**src/rtl/ps2_pkg.sv**
```systemverilog
// Shared types for the PS/2 key decoder: frame FSM states, prefix bytes
// and the packed key-event layout carried through the event FIFO.
package ps2_pkg;
   typedef enum logic [1:0] {IDLE = 2'd0, DATA = 2'd1, PARITY = 2'd2, STOP = 2'd3} ps2_state_t;

   localparam logic [7:0] PS2_EXT   = 8'hE0;
   localparam logic [7:0] PS2_BRK   = 8'hF0;
   localparam int         EV_CODE_W = 8;
   localparam int         EV_W      = EV_CODE_W + 2;

   typedef struct packed {
      logic                 ext;
      logic                 brk;
      logic [EV_CODE_W-1:0] code;
   } ps2_event_t;

   function automatic logic is_prefix(input logic [7:0] b);
      return (b == PS2_EXT) || (b == PS2_BRK);
   endfunction
endpackage

```
**src/rtl/ps2_event_fifo.sv**
```systemverilog
// Show-ahead event FIFO; a push while full is accepted only if the head
// is popped in the same cycle.
module ps2_event_fifo #(
   parameter int DEPTH = 8,
   parameter int W     = 10
) (
   input  logic         clk,
   input  logic         reset,
   input  logic         push,
   input  logic [W-1:0] din,
   input  logic         pop,
   output logic [W-1:0] dout,
   output logic         full,
   output logic         empty
);
   localparam int AW = $clog2(DEPTH);

   logic [W-1:0]  mem [DEPTH];
   logic [AW-1:0] rd_ptr, wr_ptr;
   logic [AW:0]   count;
   logic          do_push, do_pop;

   assign empty   = (count == '0);
   assign full    = (count == (AW+1)'(DEPTH));
   assign do_pop  = pop & ~empty;
   assign do_push = push & (~full | do_pop);
   assign dout    = empty ? '0 : mem[rd_ptr];

   always_ff @(posedge clk) begin
      if (do_push) mem[wr_ptr] <= din;
   end

   always_ff @(posedge clk) begin
      if (reset) begin
         rd_ptr <= '0;
         wr_ptr <= '0;
         count  <= '0;
      end else begin
         if (do_push) wr_ptr <= wr_ptr + AW'(1);
         if (do_pop)  rd_ptr <= rd_ptr + AW'(1);
         count <= count + (AW+1)'(do_push) - (AW+1)'(do_pop);
      end
   end
endmodule

```
**src/rtl/ps2_key_decoder.sv**
```systemverilog
// PS/2 keyboard receiver: synchronizes the raw lines, deframes 11-bit
// packets, folds E0/F0 prefixes into key events and queues them.
module ps2_key_decoder
   import ps2_pkg::*;
#(
   parameter int TIMEOUT_CYCLES = 50000,
   parameter int FIFO_DEPTH     = 8
) (
   input  logic       CLOCK_50,
   input  logic       Reset,
   input  logic       ps2_clk,
   input  logic       ps2_dat,
   input  logic       ev_ready,
   output logic       ev_valid,
   output logic [7:0] ev_code,
   output logic       ev_ext,
   output logic       ev_break,
   output logic       frame_err,
   output logic       overflow
);
   localparam int WD_W = $clog2(TIMEOUT_CYCLES + 1);

   logic            clk_s1, clk_s2, clk_prev, dat_s1, dat_s2, fall;
   ps2_state_t      state;
   logic [2:0]      bitcnt;
   logic [7:0]      shreg, byte_data;
   logic            par, byte_valid;
   logic [WD_W-1:0] wdog;
   logic            ext_pend, brk_pend;
   logic            push, pop, full, empty;
   ps2_event_t      push_ev, head_ev;

   always_ff @(posedge CLOCK_50) begin
      if (Reset) begin
         {clk_s1, clk_s2, clk_prev} <= 3'b111;
         {dat_s1, dat_s2}           <= 2'b11;
      end else begin
         clk_s1   <= ps2_clk;
         clk_s2   <= clk_s1;
         clk_prev <= clk_s2;
         dat_s1   <= ps2_dat;
         dat_s2   <= dat_s1;
      end
   end

   assign fall = clk_prev & ~clk_s2;

   always_ff @(posedge CLOCK_50) begin
      if (Reset) begin
         state      <= IDLE;
         bitcnt     <= '0;
         shreg      <= '0;
         par        <= 1'b0;
         wdog       <= '0;
         byte_valid <= 1'b0;
         byte_data  <= '0;
         frame_err  <= 1'b0;
      end else begin
         byte_valid <= 1'b0;
         frame_err  <= 1'b0;
         wdog       <= (state == IDLE || fall) ? '0 : wdog + WD_W'(1);
         if (fall) begin
            case (state)
               IDLE: if (!dat_s2) begin
                  state  <= DATA;
                  bitcnt <= '0;
                  shreg  <= '0;
               end
               DATA: begin
                  shreg  <= {dat_s2, shreg[7:1]};
                  bitcnt <= bitcnt + 3'd1;
                  if (bitcnt == 3'd7) state <= PARITY;
               end
               PARITY: begin
                  par   <= dat_s2;
                  state <= STOP;
               end
               STOP: begin
                  // odd parity: data ones plus parity bit must be odd
                  if (dat_s2 && ((^shreg) ^ par)) begin
                     byte_valid <= 1'b1;
                     byte_data  <= shreg;
                  end else begin
                     frame_err <= 1'b1;
                  end
                  state <= IDLE;
               end
               default: state <= IDLE;
            endcase
         end else if (state != IDLE && wdog == WD_W'(TIMEOUT_CYCLES - 1)) begin
            frame_err <= 1'b1;
            state     <= IDLE;
         end
      end
   end

   assign push    = byte_valid & ~is_prefix(byte_data);
   assign pop     = ev_valid & ev_ready;
   assign push_ev = '{ext: ext_pend, brk: brk_pend, code: byte_data};

   always_ff @(posedge CLOCK_50) begin
      if (Reset) begin
         ext_pend <= 1'b0;
         brk_pend <= 1'b0;
         overflow <= 1'b0;
      end else begin
         if (frame_err) begin
            ext_pend <= 1'b0;
            brk_pend <= 1'b0;
         end else if (byte_valid) begin
            if (byte_data == PS2_EXT) ext_pend <= 1'b1;
            else if (byte_data == PS2_BRK) brk_pend <= 1'b1;
            else begin
               ext_pend <= 1'b0;
               brk_pend <= 1'b0;
            end
         end
         if (push && full && !pop) overflow <= 1'b1;
      end
   end

   ps2_event_fifo #(.DEPTH(FIFO_DEPTH), .W(EV_W)) u_fifo (
      .clk   (CLOCK_50),
      .reset (Reset),
      .push  (push),
      .din   (push_ev),
      .pop   (pop),
      .dout  (head_ev),
      .full  (full),
      .empty (empty)
   );

   assign ev_valid = ~empty;
   assign ev_code  = head_ev.code;
   assign ev_ext   = head_ev.ext;
   assign ev_break = head_ev.brk;
endmodule

```
**config.mk**
```make
export PLATFORM = sky130hd
export DESIGN_NAME = ps2_key_decoder
export DESIGN_NICKNAME = d
export VERILOG_FILES = /design/src/rtl/ps2_pkg.sv /design/src/rtl/ps2_event_fifo.sv /design/src/rtl/ps2_key_decoder.sv
export SDC_FILE = /design/constraint.sdc
export NUM_CORES = 1
export LEC_CHECK = 0
export ABC_CLOCK_PERIOD_IN_PS = 2600
export BUFFER_PORTS_ARGS = -buffer_cell sky130_fd_sc_hd__buf_2
export CORE_MARGIN = 2
export CORE_UTILIZATION = 45
export CTS_BUF_LIST = sky130_fd_sc_hd__clkbuf_8
export CTS_CLUSTER_DIAMETER = 100
export DETAILED_ROUTE_END_ITERATION = 8
export HOLD_SLACK_MARGIN = 0.15
export SLEW_MARGIN = 0
export SYNTH_ARGS = -nofsm -noshare
export SYNTH_HDL_FRONTEND = slang
export SYNTH_SLANG_ARGS = --single-unit
```
**constraint.sdc**
```tcl
create_clock -name CLOCK_50 -period 2.6 [get_ports CLOCK_50]
set_input_delay 0.52 -clock CLOCK_50 [delete_from_list [all_inputs] [get_ports CLOCK_50]]
set_output_delay 0.52 -clock CLOCK_50 [all_outputs]
set_load 0.02 [all_outputs]
```
==> impl_metrics.csv <==
group,metric,value,unit
run,max_cap_violations,0,
logic_synthesis,postSynthAreaPerCell,13.7,um2
worst_setup_path,critical_path.endpoint,"ev_code[3]",
grt,grt.met3_usage,0.0498,
logic_synthesis,ys_ff_latch,141,
grt,overflow,0,
grt,grt_pass1_wl,16400,um
worst_setup_path,reg2reg_slack,0.22,ns
clock_network,cts_resized,0,
layout,drive_above_1_share,0.206,
logic_synthesis,syn-cell-area,5690,um2
clock_network,cts_num_sinks,141,
detailed_routing,wl_per_cell,15.4,um
clock_network,ctsRootBufferMaster,"clkbuf_8",
grt,use_met2,0.270,
layout,final_cell_mix,"80 x edfxtp_1, 65 x nor2_1, 60 x dfxtp_1",
clock_network,postCtsSetupBuffers,0,
worst_setup_path,worstSetupPathType,"reg2out",
placed_design,io_buffers,17,
worst_setup_path,rr_startpoint,"u_fifo.count[2]$_SDFF_PP0_",
sta,fin_skew,0.00857,ns
placed_design,placed_cell_area,6050,um2
floorplan,die_h,116,um
floorplan,die_area,13600,um2
layout,areaGrowthSynthToFinish,14.7,%
worst_setup_path,crit_path_end_kind,"output port",
logic_synthesis,synth_ff_type,"edfxtp_1",
status,status,"completed",
floorplan,rows,41,
worst_setup_path,rr_worst_depth,6,
floorplan,coreArea,12500,um2
sta,finalCriticalPeriod,2.44,ns
layout,final_net_count,473,
worst_setup_path,crit_path_start_kind,"register",
logic_synthesis,netlist.area_leader.share,0.422,
logic_synthesis,ys_types,41,
logic_synthesis,synth_nets,437,
clock_network,cts_tree,"done",
layout,final_cells,637,
detailed_routing,route.detailed.drc,0,
sta,fmax,409,MHz
detailed_routing,routed-via-count,3224,
logic_synthesis,yosysSeqAreaShare,0.637,
grt,track_usage,0.163,
logic_synthesis,synth_warnings,0,
worst_hold_path,hold_path_class,"in2reg",
sta,hold_violations,0,
worst_setup_path,crit_fanout,10,
worst_setup_path,required,2.08,ns
sta,tightest_slew,0.993,ns
clock_network,clkLatencyLatePin,0.45,ns
power_and_ir_drop,ir_drop,0.000416,V
clock_network,cts_made_buffers,17,
logic_synthesis,synthTopCellsByArea,"edfxtp_1 42%, dfxtp_1 21%, mux4_2 7.9%",
placed_design,gp_congestion,0.722,
logic_synthesis,async_reset_ff_frac,0,
detailed_routing,drtIter0Drc,155,
detailed_routing,drt-pass1-iter-count,4,
layout,num_antenna_cells,0,
clock_network,clk_pin_slew_worst_paths,0.08,ns
logic_synthesis,synth-edff-count,80,
logic_synthesis,yosysTopAreaCell,"edfxtp_1",
layout,final_common_cell,"edfxtp_1",
sta,setup-tns-final,0,ns
worst_hold_path,whs_path_depth,2,
power_and_ir_drop,finalPower,0.00550,W
floorplan,die_w,116,um
detailed_routing,postRouteAntennaNets,0,
floorplan,start_util,0.456,
grt,grt_pass1_vias,3295,
grt,grt_antenna_before_repair,0,
clock_network,htreeDepth,4,
power_and_ir_drop,p_per_area,843,nW/um2
worst_setup_path,r2r-end,"u_fifo.mem[6][5]$_DFFE_PP_",
power_and_ir_drop,leakagePower,2.34,nW
grt,top_usage_layer,"met2",
sta,relSlewSlack,0.335,
worst_setup_path,cp.arrival,1.92,ns
clock_network,cts_hold_buf,0,
grt,grt_max_degree,33,
logic_synthesis,synthCells,416,
placed_design,numPlacedInstances,604,
sta,drv_slew,0,
floorplan,ioPinCount,18,
sta,setup-violations-final,0,
sta,fin_crit_sh,0.940,
clock_network,cts_buffer_depth,2,
placed_design,hpwl,6500,um
layout,final_area,6520,um2
grt,met1_usage,0.200,
sta,rsz0062_at_grt,"false",
detailed_routing,viasPerCell,5.06,
detailed_routing,routed_wl,9840,um
==> logic make-up (layout without fill, tap and decap cells) <==
kind of cell / Yosys count / after routing / share of synthesized area
AND/OR/NAND/NOR: 130 / 130 / 0.108
multiplexers: 41 / 41 / 0.118
flip-flops: 141 / 141 / 0.637
adder cells (fa/ha/maj): 16 / 16 / 0.0365
AO/OA/AOI/OAI: 33 / 33 / 0.0376
XOR/XNOR: 24 / 24 / 0.0420
buffers and inverters: 31 / 80 / 0.0209
==> cell usage after synthesis (2+ instances only) <==
library cell,count
nor4_1,2
nor2b_1,2
inv_1,15
o21ai_0,5
mux4_2,20
dfxtp_1,61
xor2_1,16
clkbuf_1,13
nand4_1,4
and3_1,4
or3_1,4
or2_2,5
a31oi_1,2
a21oi_1,11
ha_1,15
nor3_1,2
nor3b_1,2
edfxtp_1,80
nand2b_1,5
nor2_1,66
buf_2,2
nand2_1,18
and2_1,4
xnor2_1,6
a22oi_1,10
nand3_1,7
mux2i_1,20
a21o_1,2
==> power breakdown <==
group,switching [W],internal [W],total [W]
Clock,0.000850,0.00106,0.00191
Sequential,0.0000484,0.00239,0.00244
Combinational,0.000603,0.000549,0.00115
==> state kept, by name, summed over array words and instances, names as in the netlist, 2 cells and up, named ones only <==
| signal | cells |
|---|---|
| u_fifo.mem | 80 |
| wdog | 16 |
| byte_data | 8 |
| shreg | 8 |
| u_fifo.count | 4 |
| bitcnt | 3 |
| u_fifo.rd_ptr | 3 |
| u_fifo.wr_ptr | 3 |
| state | 2 |
==> layer usage <==
layer	vias to the layer above	share of wire
met5	-	0
met4	0	0.015
met2	46	0.51
met3	13	0.035
met1	1584	0.44
li1	1581	-
==> worst min path at each step <==
stage,from,to,slack [ns]
floorplan,clk_s1$_SDFF_PP1_,clk_s2$_SDFF_PP1_,0.39
global placement,clk_s1$_SDFF_PP1_,clk_s2$_SDFF_PP1_,0.40
detailed placement,clk_s1$_SDFF_PP1_,clk_s2$_SDFF_PP1_,0.40
CTS,ps2_clk,clk_s1$_SDFF_PP1_,0.22
global route,ps2_dat,dat_s1$_SDFF_PP1_,0.23
finish,ps2_clk,clk_s1$_SDFF_PP1_,0.25
==> final cells by class <==
| type | count | area [um2] |
|---|---|---|
| clock inverter | 15 | 210 |
| sequential | 141 | 3620 |
| clock buffer | 17 | 234 |
| tap | 172 | 215 |
| inverter | 15 | 56.3 |
| timing repair buffer | 33 | 235 |
| multi-input combinational | 244 | 1950 |
| fill | 1069 | 5940 |
==> worst max-delay path, stage by stage (launching register included) <==
cell and delay [ns]:
dfxtp_2 0.40, clkbuf_16 0.20, mux4_2 0.52, mux2i_1 0.14, nor2_1 0.05, buf_2 0.15
==> metrics by stage <==
step	utilization	setup slack, ns	hold slack, ns
final	0.523	0.157	0.253
after global placement	0.485	0.210	0.396
after CTS	0.521	0.0768	0.222
after global routing	0.523	0.00122	0.234
after floorplan	-	0.150	0.389
after detailed placement	0.485	0.115	0.397
Note: power is estimated with default switching activity, not from simulation.
